[config.mk]
export PLATFORM = sky130hd
export DESIGN_NAME = adc_code_averager
export DESIGN_NICKNAME = d
export VERILOG_FILES = /design/src/rtl/adc_code_averager.sv
export SDC_FILE = /design/constraint.sdc
export NUM_CORES = 1
export LEC_CHECK = 0
export ABC_AREA = 1
export ABC_CLOCK_PERIOD_IN_PS = 2400
export CAP_MARGIN = 20
export CORE_MARGIN = 2
export CORE_UTILIZATION = 25
export CTS_BUF_LIST = sky130_fd_sc_hd__clkbuf_8
export CTS_CLUSTER_DIAMETER = 40
export DETAILED_ROUTE_END_ITERATION = 12
export PLACE_DENSITY_LB_ADDON = 0.25
export SYNTH_ARGS = -nofsm -noshare
export SYNTH_HDL_FRONTEND = slang
export SYNTH_SLANG_ARGS = --single-unit
export TNS_END_PERCENT = 5
[constraint.sdc]
create_clock -name wb_clk_i -period 2.4 [get_ports wb_clk_i]
set_input_delay 0.48 -clock wb_clk_i [delete_from_list [all_inputs] [get_ports wb_clk_i]]
set_output_delay 0.48 -clock wb_clk_i [all_outputs]
set_load 0.01 [all_outputs]
[src/rtl/adc_code_averager.sv]
// Windowed mean of ADC codes (2^LOG2_N samples, round-half-up) into a small FIFO.
// Define ADC_AVG_MINMAX_EN to add per-window min_o/max_o outputs.
module adc_code_averager #(
    parameter int CODE_W     = 10,
    parameter int LOG2_N     = 4,
    parameter int FIFO_DEPTH = 4
) (
    input  logic              wb_clk_i,
    input  logic              wb_rst_n,
    input  logic              enable_i,
    input  logic              continuous_i,
    input  logic              clr_i,
    input  logic [CODE_W-1:0] code_i,
    input  logic              code_valid_i,
    output logic [CODE_W-1:0] avg_o,
    output logic              avg_valid_o,
    input  logic              avg_ready_i,
    output logic              busy_o,
    output logic              overflow_o
`ifdef ADC_AVG_MINMAX_EN
    ,
    output logic [CODE_W-1:0] min_o,
    output logic [CODE_W-1:0] max_o
`endif
);

    localparam int ACC_W = CODE_W + LOG2_N;
    localparam int SUM_W = ACC_W + 1;
    localparam int PTR_W = $clog2(FIFO_DEPTH);

    localparam logic [SUM_W-1:0]  ROUND    = SUM_W'(1) << (LOG2_N - 1);
    localparam logic [LOG2_N-1:0] LAST_CNT = {LOG2_N{1'b1}};
    localparam logic [PTR_W:0]    FULL_CNT = (PTR_W + 1)'(FIFO_DEPTH);

    typedef enum logic [1:0] {
        IDLE,
        ACCUM,
        DONE
    } state_t;

    state_t state_q, state_d;

    logic [ACC_W-1:0]  acc_q, acc_d;
    logic [LOG2_N-1:0] cnt_q, cnt_d;
    logic              busy_q, busy_d;
    logic              ovf_q, ovf_d;
    logic [PTR_W-1:0]  wr_q, wr_d;
    logic [PTR_W-1:0]  rd_q, rd_d;
    logic [PTR_W:0]    fill_q, fill_d;
    logic [CODE_W-1:0] mem_q [FIFO_DEPTH];
    logic [CODE_W-1:0] mem_d [FIFO_DEPTH];

    logic [SUM_W-1:0]  sum;
    logic [CODE_W-1:0] result;
    logic              last;
    logic              full;
    logic              pop;
    logic              push;
    logic              push_ok;

    always_comb begin
        sum    = {1'b0, acc_q} + SUM_W'(code_i) + ROUND;
        result = CODE_W'(sum >> LOG2_N);
        last   = (cnt_q == LAST_CNT);
        full   = (fill_q == FULL_CNT);
        pop    = (fill_q != '0) && avg_ready_i;
    end

    always_comb begin
        state_d = state_q;
        acc_d   = acc_q;
        cnt_d   = cnt_q;
        push    = 1'b0;
        unique case (state_q)
            IDLE: begin
                acc_d = '0;
                cnt_d = '0;
                if (enable_i) state_d = ACCUM;
            end
            ACCUM: begin
                if (!enable_i) begin
                    state_d = IDLE;
                    acc_d   = '0;
                    cnt_d   = '0;
                end else if (code_valid_i) begin
                    if (last) begin
                        push    = 1'b1;
                        acc_d   = '0;
                        cnt_d   = '0;
                        state_d = continuous_i ? ACCUM : DONE;
                    end else begin
                        acc_d = acc_q + ACC_W'(code_i);
                        cnt_d = cnt_q + LOG2_N'(1);
                    end
                end
            end
            DONE: begin
                if (!enable_i) state_d = IDLE;
            end
            default: state_d = IDLE;
        endcase
        if (clr_i) begin
            state_d = IDLE;
            acc_d   = '0;
            cnt_d   = '0;
            push    = 1'b0;
        end
        busy_d = (state_q == ACCUM) && !clr_i;
    end

    // A push onto a full FIFO still lands if the head leaves on the same edge.
    always_comb begin
        mem_d   = mem_q;
        wr_d    = wr_q;
        rd_d    = rd_q;
        fill_d  = fill_q;
        ovf_d   = ovf_q;
        push_ok = push && (!full || pop);
        if (push_ok) begin
            mem_d[wr_q] = result;
            wr_d        = wr_q + PTR_W'(1);
        end
        if (push && full && !pop) ovf_d = 1'b1;
        if (pop) rd_d = rd_q + PTR_W'(1);
        if (push_ok && !pop) begin
            fill_d = fill_q + (PTR_W + 1)'(1);
        end else if (pop && !push_ok) begin
            fill_d = fill_q - (PTR_W + 1)'(1);
        end
        if (clr_i) begin
            wr_d   = '0;
            rd_d   = '0;
            fill_d = '0;
            ovf_d  = 1'b0;
        end
    end

    always_ff @(posedge wb_clk_i or negedge wb_rst_n) begin
        if (!wb_rst_n) begin
            state_q <= IDLE;
            acc_q   <= '0;
            cnt_q   <= '0;
            busy_q  <= 1'b0;
        end else begin
            state_q <= state_d;
            acc_q   <= acc_d;
            cnt_q   <= cnt_d;
            busy_q  <= busy_d;
        end
    end

    always_ff @(posedge wb_clk_i or negedge wb_rst_n) begin
        if (!wb_rst_n) begin
            mem_q  <= '{default: '0};
            wr_q   <= '0;
            rd_q   <= '0;
            fill_q <= '0;
            ovf_q  <= 1'b0;
        end else begin
            mem_q  <= mem_d;
            wr_q   <= wr_d;
            rd_q   <= rd_d;
            fill_q <= fill_d;
            ovf_q  <= ovf_d;
        end
    end

    assign avg_o       = mem_q[rd_q];
    assign avg_valid_o = (fill_q != '0);
    assign busy_o      = busy_q;
    assign overflow_o  = ovf_q;

`ifdef ADC_AVG_MINMAX_EN
    localparam logic [CODE_W-1:0] CODE_MAX = {CODE_W{1'b1}};

    logic [CODE_W-1:0] wmin_q, wmin_d;
    logic [CODE_W-1:0] wmax_q, wmax_d;
    logic [CODE_W-1:0] min_q, min_d;
    logic [CODE_W-1:0] max_q, max_d;
    logic [CODE_W-1:0] smin;
    logic [CODE_W-1:0] smax;
    logic              take;

    // Running extremes of the open window; published on the push edge,
    // whether or not the FIFO had room for the mean.
    always_comb begin
        smin   = (code_i < wmin_q) ? code_i : wmin_q;
        smax   = (code_i > wmax_q) ? code_i : wmax_q;
        take   = (state_q == ACCUM) && enable_i && code_valid_i && !clr_i;
        wmin_d = wmin_q;
        wmax_d = wmax_q;
        min_d  = min_q;
        max_d  = max_q;
        if (push) begin
            min_d  = smin;
            max_d  = smax;
            wmin_d = CODE_MAX;
            wmax_d = '0;
        end else if (take) begin
            wmin_d = smin;
            wmax_d = smax;
        end else if (state_d != ACCUM || state_q != ACCUM) begin
            wmin_d = CODE_MAX;
            wmax_d = '0;
        end
        if (clr_i) begin
            wmin_d = CODE_MAX;
            wmax_d = '0;
            min_d  = CODE_MAX;
            max_d  = '0;
        end
    end

    always_ff @(posedge wb_clk_i or negedge wb_rst_n) begin
        if (!wb_rst_n) begin
            wmin_q <= CODE_MAX;
            wmax_q <= '0;
            min_q  <= CODE_MAX;
            max_q  <= '0;
        end else begin
            wmin_q <= wmin_d;
            wmax_q <= wmax_d;
            min_q  <= min_d;
            max_q  <= max_d;
        end
    end

    assign min_o = min_q;
    assign max_o = max_q;
`endif

endmodule
==> results of run 1 <==
## worst register-to-register path: cells and delay by family (launching register included)
kind	cells	cell delay [ps]
adder cells (fa/ha/maj)	2	770
AND/OR/NAND/NOR	6	630
flip-flops	1	360
AO/OA/AOI/OAI	1	160
buffers and inverters	2	120
## sequential cells by signal, indices dropped and copies added (netlist names), 2 cells and up
name,cells
acc_q,14
cnt_q,4
fill_q,3
mem_q,40
rd_q,2
state_q,2
wr_q,2
## worst max path at each step
stage                endpoint  slack [ps]  cells after the start
floorplan           mem_q[15]         280                     11
global placement    mem_q[32]        -440                     11
detailed placement  mem_q[32]        -460                     11
CTS                 mem_q[38]           7                     13
global route        mem_q[27]         -20                     13
finish              mem_q[35]          60                     11
## timing repair
action,in CTS,in global routing
cloned,0,0
resized for setup,16,45
pin swaps,1,12
buffers inserted,0,0
endpoints found under the setup margin,18,39
## area by class of cell
| cell class | instances | area share (%) |
|---|---|---|
| Sequential cell | 69 | 30.2 |
| Clock inverter | 4 | 1.27 |
| Multi-Input combinational cell | 421 | 42.9 |
| Clock buffer | 11 | 2.65 |
| Timing Repair Buffer | 85 | 12.9 |
| Tap cell | 225 | 4.92 |
| Inverter | 76 | 5.12 |
## cells by family (layout without fill, tap and decap cells)
group / Yosys count / in the layout / share of synthesized area, %
compound gates: 98 / 98 / 12.3
xor+xnor: 9 / 9 / 1.78
fa+ha+maj: 34 / 34 / 11.1
buf+inv: 88 / 176 / 8.54
flops: 69 / 69 / 38.9
simple gates: 280 / 280 / 27.4
## placed cells by master (no fill, tap or decap), types with 2 or more instances in the layout
master	Yosys	layout
nand2_1	146	138
dfrtp_1	69	68
inv_1	69	66
nor2_1	66	60
buf_4	1	52
nand3_1	49	44
o21ai_0	41	37
ha_1	25	21
o22ai_1	16	16
clkdlybuf4s50_1	0	15
a21oi_1	18	14
o21ai_1	11	14
clkbuf_8	0	11
inv_2	5	9
nand2_2	0	8
xor2_1	8	7
fa_1	9	7
dlygate4sd2_1	0	7
nand2_4	6	6
nand3_2	1	6
dlymetal6s2s_1	0	6
nor3_1	5	5
nor2_4	2	4
a21oi_2	0	4
nor2_2	0	4
a31oi_1	4	4
ha_2	0	4
clkinv_4	1	2
o21ai_2	1	2
nand4_1	2	2
fa_2	0	2
bufinv_16	0	2
buf_6	5	2
## layer usage
layer  global-route usage (%)  vias to the layer above  part of all wire (%)
li1                         -                     2028                     -
met1                     17.1                     1885                    47
met2                     23.2                       65                    48
met3                     3.68                       13                   3.9
met4                     4.98                        0                   1.6
met5                        0                        -                     0
## metrics by stage
step | util, % | instances
after floorplan | - | 578
after global placement | 30.8 | 876
after detailed placement | 30.8 | 876
after CTS | 32.2 | 891
after global routing | 33.0 | 891
final | 33.0 | 891
## power by group
| part | internal (uW) | switching (uW) | leakage, uW |
|---|---|---|---|
| Combinational | 234 | 318 | 0.00194 |
| Clock | 634 | 460 | 0.000117 |
| Sequential | 1190 | 24.3 | 0.000958 |
| Total | 2060 | 802 | 0.00302 |
==> impl_metrics.toml, run 1 <==
[outcome]
outcome = "finished, final reports clean"

[sta]
skew_ps = 9.84
relSlewSlack_pct = 73.3
slew_viol_final = 0
fin_crit_ps = 2340
hold_viol_final = 0
finalSetupViolations = 0
setup_slack_ps = 61.7
fmax_ghz = 0.428
finalCritPeriodShare_pct = 97.4
final.setup.tns_ps = 0
worstMarginPinSlew_ps = 401
whs_ps = 138
rsz0062_at_grt = "yes"

[pwr]
power.total_uw = 2860
powerDensity_mw_per_mm2 = 500
power_leakage_uw = 0.00302
vdd_drop_max_v = 0.000250

[logic_synthesis]
synthCells = 578
synth.avg_cell_area_um2 = 7.68
synth_area_mm2 = 0.00444
syn_nets = 629
async_flop_share_pct = 100
yosys.area.top_type_share_pct = 38.9
yosysTopAreaCell = "dfrtp_1"
synthTopCellsByArea = "dfrtp_1 39%, nand2_1 12%, ha_1 7.0%, inv_1 5.8%, nor2_1 5.6%"
synthFlopType = "dfrtp_1"
yosysMostFrequentCell = "nand2_1"
synth_enable_flop_cells = 0
synth_seq_cells = 69
yosysSeqAreaShare_pct = 38.9
synth_common_cells = "146 x nand2_1, 69 x dfrtp_1, 69 x inv_1"
synthDistinctLibCells = 36
ys_warn_count = 0

[detailed_routing]
wirelength_um = 11900
vias_per_cell = 4.48
drt_iter0_drc = 192
dr.pass1.iters = 4
wire_per_inst_um = 13.3
drc_errors = 0
ant_nets = 0
vias = 3991

[critical_path]
cpLargestDelayFamily = "adder cells"
start_kind = "input port"
reg2reg_slack_ps = 250
crit_required_ps = 2660
crit_top_cell = "nand2_1"
cpPeakStageDelay_ps = 540
crit_fanout = 4
slowest_stage = "fa_1"
r2r-end = "mem_q[35]"
arrival_ps = 2600
critPathCaptureType = "register"
path_cells = "clkdlybuf4s50_1 -> ha_1 -> inv_1 -> fa_1 -> inv_2 -> a21o_1 -> nor2_1 -> nand2_1 -> or2_4 -> nand3_1 -> nand2_1"
cp-startpoint = "code_i[7]"
reg2reg_depth = 11
crit_type = "input port to register"
r2r-start = "acc_q[5]"
worstPathBufferInverterCount = 3

[clock_network]
path_clk_slew_ps = 70
cts_hold_buf = 0
htree_levels = 3
insertion_delay_ps = 370
cts_tree = "done"
clock_tree.root_cell = "clkbuf_8"
cts_sinks = 69
cts_made_buffers = 9
clock_path_buffers = 2

[cells_and_area]
final_net_count = 713
multi_input_area_mm2 = 0.00245
drive_gt1_share_pct = 19.4
fin_area_mm2 = 0.00572
num-fill-cells = 1864
syn_to_final_growth_pct = 28.9
n_antenna_cell = 0
seq_area_mm2 = 0.00173

[placement]
place_congestion = 0.870
port-buffer-count = 29
post-place-ws_ps = -456
hpwl_um = 8560
dpl-instance-area_mm2 = 0.00535

[global_route]
grt_antenna_before_repair = 1
globalRouteTotalUtil_pct = 13.9
grt_pass1_wl_um = 20100
grt-ovfl-total = 0
grt_max_degree = 70
grt_pass1_vias = 4143

[floorplanning]
dieArea_mm2 = 0.0188
io_pins = 30
design.core.area_mm2 = 0.0174
fp.dieW_um = 137
num_rows = 48
initial_utilization_pct = 25.6
die_y_um = 137

[worst_hold_path]
hp-class = "input port to asynchronous set/reset pin"

[job]
maxCapViolCount = 0
No activity file was read; power rests on OpenSTA's default activity.
==> run 2: changes to the inputs <==
CELL_PAD_IN_SITES_DETAIL_PLACEMENT = 0   (was not set)
CELL_PAD_IN_SITES_GLOBAL_PLACEMENT = 1   (was not set)
==> run 2 against run 1 <==
  * Core utilization is 0.41 points higher
  * Clock power fell by 5%
  * Critical endpoint is now mem_q[3]
  * Cell count up 1.6%
  * Combinational power is 2% higher
  * Wire length rose by 3.2%
  * Clock-buffer cell count shrank 2
  * Non-clock buffer count rose by 14
  * Die area is the same
  * Worst setup slack worse by 11 ps
  * Sequential share of layout area decreased by 0.39 points
==> impl_metrics.toml, run 2 (synthesis gave the netlist of run 1 again) <==
[clock_network]
htree_levels = 3
cts_setup_buffers = 0
path_clk_slew_ps = 70
cts_tree = "done"
clock_path_buffers = 2
cts_sinks = 69
clock_tree.root_cell = "clkbuf_8"
cts_made_buffers = 9
insertion_delay_ps = 360

[pwr]
power.total_uw = 2810
p_int_uw = 2000
power_leakage_uw = 0.00307
powerDensity_mw_per_mm2 = 486
vdd_drop_max_v = 0.000317
p_sw_uw = 809
power_frac_comb_pct = 20.0
pwr-share-seq_pct = 43.1
pwr-share-clk_pct = 36.9
switching_share_pct = 28.8

[cells_and_area]
mostFrequentLayoutCells = "139 x nand2_1, 69 x dfrtp_1, 67 x buf_4, 66 x inv_1, 58 x nor2_1"
largest_reg_flops = 40
largest-register = "mem_q"
final_net_count = 727
n_antenna_cell = 0
final_core_util_pct = 33.4
fin_area_mm2 = 0.00579
syn_to_final_growth_pct = 30.5
layout_commonest_cell = "nand2_1"
top_regs = "mem_q: 40 flops, acc_q: 14 flops, cnt_q: 4 flops"
drive_gt1_share_pct = 20.4

[sta]
finalSetupViolations = 0
fmax_ghz = 0.426
rsz0062_at_grt = "yes"
finalCritPeriodShare_pct = 97.9
worstMarginPinSlew_ps = 553
setup_slack_ps = 50.9
relSlewSlack_pct = 63.1
fin_crit_ps = 2350
hold_viol_final = 0
slew_viol_final = 0
skew_ps = 9.99
final.setup.tns_ps = 0

[detailed_routing]
drt_iter0_drc = 187
dr.pass1.iters = 4
drc_errors = 0
vias_per_cell = 4.45
wire_per_inst_um = 13.5
ant_nets = 0
vias = 4028
wirelength_um = 12300

[critical_path]
crit_type = "input port to register"
arrival_ps = 2580
crit_required_ps = 2630
start_kind = "input port"
crit_fanout = 4
critPathCaptureType = "register"

[floorplanning]
fp.dieW_um = 137
num_rows = 48
dieArea_mm2 = 0.0188
design.core.area_mm2 = 0.0174
io_pins = 30
die_y_um = 137
initial_utilization_pct = 25.6

[placement]
port-buffer-count = 29
hpwl_um = 9380
dpl-instance-area_mm2 = 0.00544
place_congestion = 0.824
post-place-ws_ps = -456

[global_route]
grt_antenna_before_repair = 0
grt_max_degree = 41
globalRouteTotalUtil_pct = 14.2
grt-ovfl-total = 0
grt_pass1_wl_um = 21000
grt_pass1_vias = 4176

[outcome]
outcome = "finished, final reports clean"

[worst_hold_path]
hp-class = "register to register"

[job]
maxCapViolCount = 0
==> run 2: cell count changes in the layout (fill, tap and decap cells not counted), sizes merged <==
cell / previous run / this run
inv: 76 / 77
clkdlybuf4s50: 15 / 21
clkbuf: 11 / 9
dlygate4sd3: 0 / 1
dlygate4sd2: 7 / 1
clkinv: 2 / 3
buf: 57 / 70
==> run 2: final cells by class <==
| type | count | area (um^2) |
|---|---|---|
| Fill cell | 1858 | 11600 |
| Clock inverter | 6 | 81.3 |
| Tap cell | 225 | 282 |
| Multi-Input combinational cell | 421 | 2450 |
| Clock buffer | 9 | 124 |
| Timing Repair Buffer | 99 | 835 |
| Inverter | 76 | 293 |
| Sequential cell | 69 | 1730 |
==> run 2: timing repair <==
action,in CTS,in global routing
hold endpoints to repair,10,0
endpoints found under the setup margin,25,44
resized for setup,11,39
pin swaps,0,7
hold buffers,1,0
==> run 2: worst paths after layout <==
| check | startpoint | end | slack [ps] | depth (start not counted) |
|---|---|---|---|---|
| max in group asynchronous | wb_rst_n | mem_q[22] | 1030 | 3 |
| setup reg to reg | acc_q[4] | mem_q[3] | 230 | 10 |
| setup / recovery | code_i[4] | mem_q[3] | 50 | 11 |
| min in group asynchronous | wb_rst_n | mem_q[6] | 540 | 2 |
| hold reg to reg | mem_q[28] | mem_q[28] | 470 | 2 |
| hold / removal | mem_q[28] | mem_q[28] | 470 | 2 |
==> run 2: power groups by stage <==
stage                     clock (uW)  combinational, uW  sequential (uW)
final                           1040                562             1210
after global routing            1120                635             1210
after CTS                       1090                546             1210
after detailed placement           0                538             1230
after global placement             0                535             1230
after floorplan                    0                272             1230
==> run 2: critical path, cell delays in order <==
cell	delay (ps)
clkdlybuf4s50_1	460
ha_1	160
inv_1	50
fa_1	480
buf_4	180
nor2_2	110
nand3_1	90
nand2_1	120
xor2_2	210
buf_4	160
o21ai_0	80
==> run 2: routing by layer <==
layer | share of wire [%] | vias to the layer above | global-route usage [%]
met5 | 0 | - | 0
met4 | 1.2 | 0 | 4.07
met3 | 3.1 | 13 | 2.83
met2 | 48 | 63 | 24.0
met1 | 48 | 1903 | 18.5
li1 | - | 2049 | -
==> run 2: stage by stage <==
step,cells,hold WS (ps)
2_1_floorplan,578,184
3_3_place_gp,889,374
3_5_place_dp,889,374
4_1_cts,905,479
5_1_grt,905,489
6_report,905,471
==> run 3: changes to the inputs <==
CTS_CLUSTER_DIAMETER = 200   (was 40)
SKIP_CTS_REPAIR_TIMING = 1   (was not set)
==> run 3 against run 2 <==
  * Core utilization is 0.41 points higher
  * Sequential power hardly changed
  * Register-to-register slack hardly changed
  * Clock skew is 0.87 ps lower
  * Sequential share of layout area is 0.36 points lower
  * Maximum frequency is 0.43% lower
  * Non-clock buffer count is 4 higher
  * Worst hold slack hardly changed
  * Critical path type unchanged
  * Critical endpoint is now mem_q[12]
==> impl_metrics.toml, run 3 (synthesis gave the netlist of run 1 again) <==
[outcome]
outcome = "finished, final reports clean"

[sta]
fmax_ghz = 0.424
finalSetupViolations = 0
worstMarginPinSlew_ps = 553
hold_viol_final = 0
relSlewSlack_pct = 63.1
fin_crit_ps = 2360
setup_slack_ps = 40.6
finalCritPeriodShare_pct = 98.3
skew_ps = 9.12
rsz0062_at_grt = "yes"
slew_viol_final = 0

[global_route]
grt-ovfl-total = 0
grt_max_degree = 41
grt_pass1_vias = 4158
grt_pass1_wl_um = 20900
globalRouteTotalUtil_pct = 14.2
grt_antenna_before_repair = 0

[worst_hold_path]
hp-class = "register to register"
hold_start = "mem_q[28]"
whs_path_depth = 2

[floorplanning]
fp.dieW_um = 137
design.core.area_mm2 = 0.0174
num_rows = 48
die_y_um = 137
io_pins = 30
dieArea_mm2 = 0.0188
initial_utilization_pct = 25.6

[detailed_routing]
ant_nets = 0
vias_per_cell = 4.46
drc_errors = 0
drt_iter0_drc = 184
wirelength_um = 12300
wire_per_inst_um = 13.5
dr.pass1.iters = 5
vias = 4051

[cells_and_area]
n_antenna_cell = 0
top_regs = "mem_q: 40 flops, acc_q: 14 flops, cnt_q: 4 flops"
final_net_count = 731
layout_commonest_cell = "nand2_1"
largest-register = "mem_q"
syn_to_final_growth_pct = 32.1
largest_reg_flops = 40
drive_gt1_share_pct = 21.6
mostFrequentLayoutCells = "136 x nand2_1, 69 x dfrtp_1, 69 x buf_4, 66 x inv_1, 58 x nor2_1"

[placement]
hpwl_um = 9380
post-place-ws_ps = -456
port-buffer-count = 29
place_congestion = 0.824

[critical_path]
r2r-start = "acc_q[4]"
crit_required_ps = 2630
cp-startpoint = "code_i[4]"
reg2reg_depth = 9
crit_fanout = 4
critPathCaptureType = "register"
start_kind = "input port"
reg2reg_slack_ps = 220
crit_type = "input port to register"
arrival_ps = 2590

[pwr]
p_sw_uw = 813
power_frac_comb_pct = 20.5
power.total_uw = 2830
powerDensity_mw_per_mm2 = 483
p_int_uw = 2020
pwr-share-seq_pct = 42.8
power_leakage_uw = 0.00311
pwr-share-clk_pct = 36.6
vdd_drop_max_v = 0.000318
switching_share_pct = 28.7

[clock_network]
cts_made_buffers = 9
cts_tree = "done"
clock_tree.root_cell = "clkbuf_8"
insertion_delay_ps = 360
cts_sinks = 69
htree_levels = 3
path_clk_slew_ps = 70
clock_path_buffers = 2

[job]
maxCapViolCount = 0
[run 3: cell count changes in the layout (fill, tap and decap cells not counted), moves of 2 or more]
cell	change
dlymetal6s2s_1	+2
nand2_2	+3
buf_6	+2
nand2_1	-3
buf_4	+2
ha_1	-2
[run 3: layout make-up]
type / count / area (um^2)
fillers: 1856 / 11500
multi-input cells: 421 / 2480
flip-flops and latches: 69 / 1730
repair buffers: 103 / 878
inverters: 76 / 293
well taps: 225 / 282
clock buffers: 9 / 124
clock inverters: 6 / 81.3
[run 3: final timing paths]
| kind | endpoint |
|---|---|
| max reg2reg | mem_q[12] |
| max | mem_q[12] |
| min | mem_q[28] |
| min reg2reg | mem_q[28] |
| min in group asynchronous | mem_q[6] |
| max in group asynchronous | mem_q[22] |
[run 3: stage by stage]
step,instances,setup TNS (ps),utilization [%],area (um^2),hold slack (ps)
6_report,909,0,33.8,5860,471
5_1_grt,909,-423,33.8,5860,489
4_1_cts,904,-1130,32.5,5640,-21.2
3_5_place_dp,889,-14920,31.3,5440,374
3_3_place_gp,889,-14290,31.3,5440,374
2_1_floorplan,578,0,-,4440,184
[run 3: power groups by stage]
| stage | Clock (uW) | Sequential [uW] | Combinational [uW] |
|---|---|---|---|
| after floorplan | 0 | 1230 | 272 |
| after global placement | 0 | 1230 | 535 |
| after detailed placement | 0 | 1230 | 538 |
| after CTS | 1090 | 1210 | 540 |
| after global routing | 1120 | 1210 | 654 |
| final | 1040 | 1210 | 581 |
[run 3: per-layer routing]
| layer | vias up | track usage (%) | share of wire [%] |
|---|---|---|---|
| met5 | - | 0 | 0 |
| met4 | 0 | 4.07 | 1.3 |
| met3 | 14 | 2.83 | 2.9 |
| met2 | 57 | 23.9 | 48 |
| met1 | 1924 | 18.6 | 48 |
| li1 | 2056 | - | - |
[run 3: worst max-delay path: stages]
cell and delay, ps:
clkdlybuf4s50_1 460, ha_1 160, inv_1 50, fa_1 490, o21ai_1 310, inv_1 90
nand2_2 90, xor2_1 210, buf_4 170, o21ai_0 70
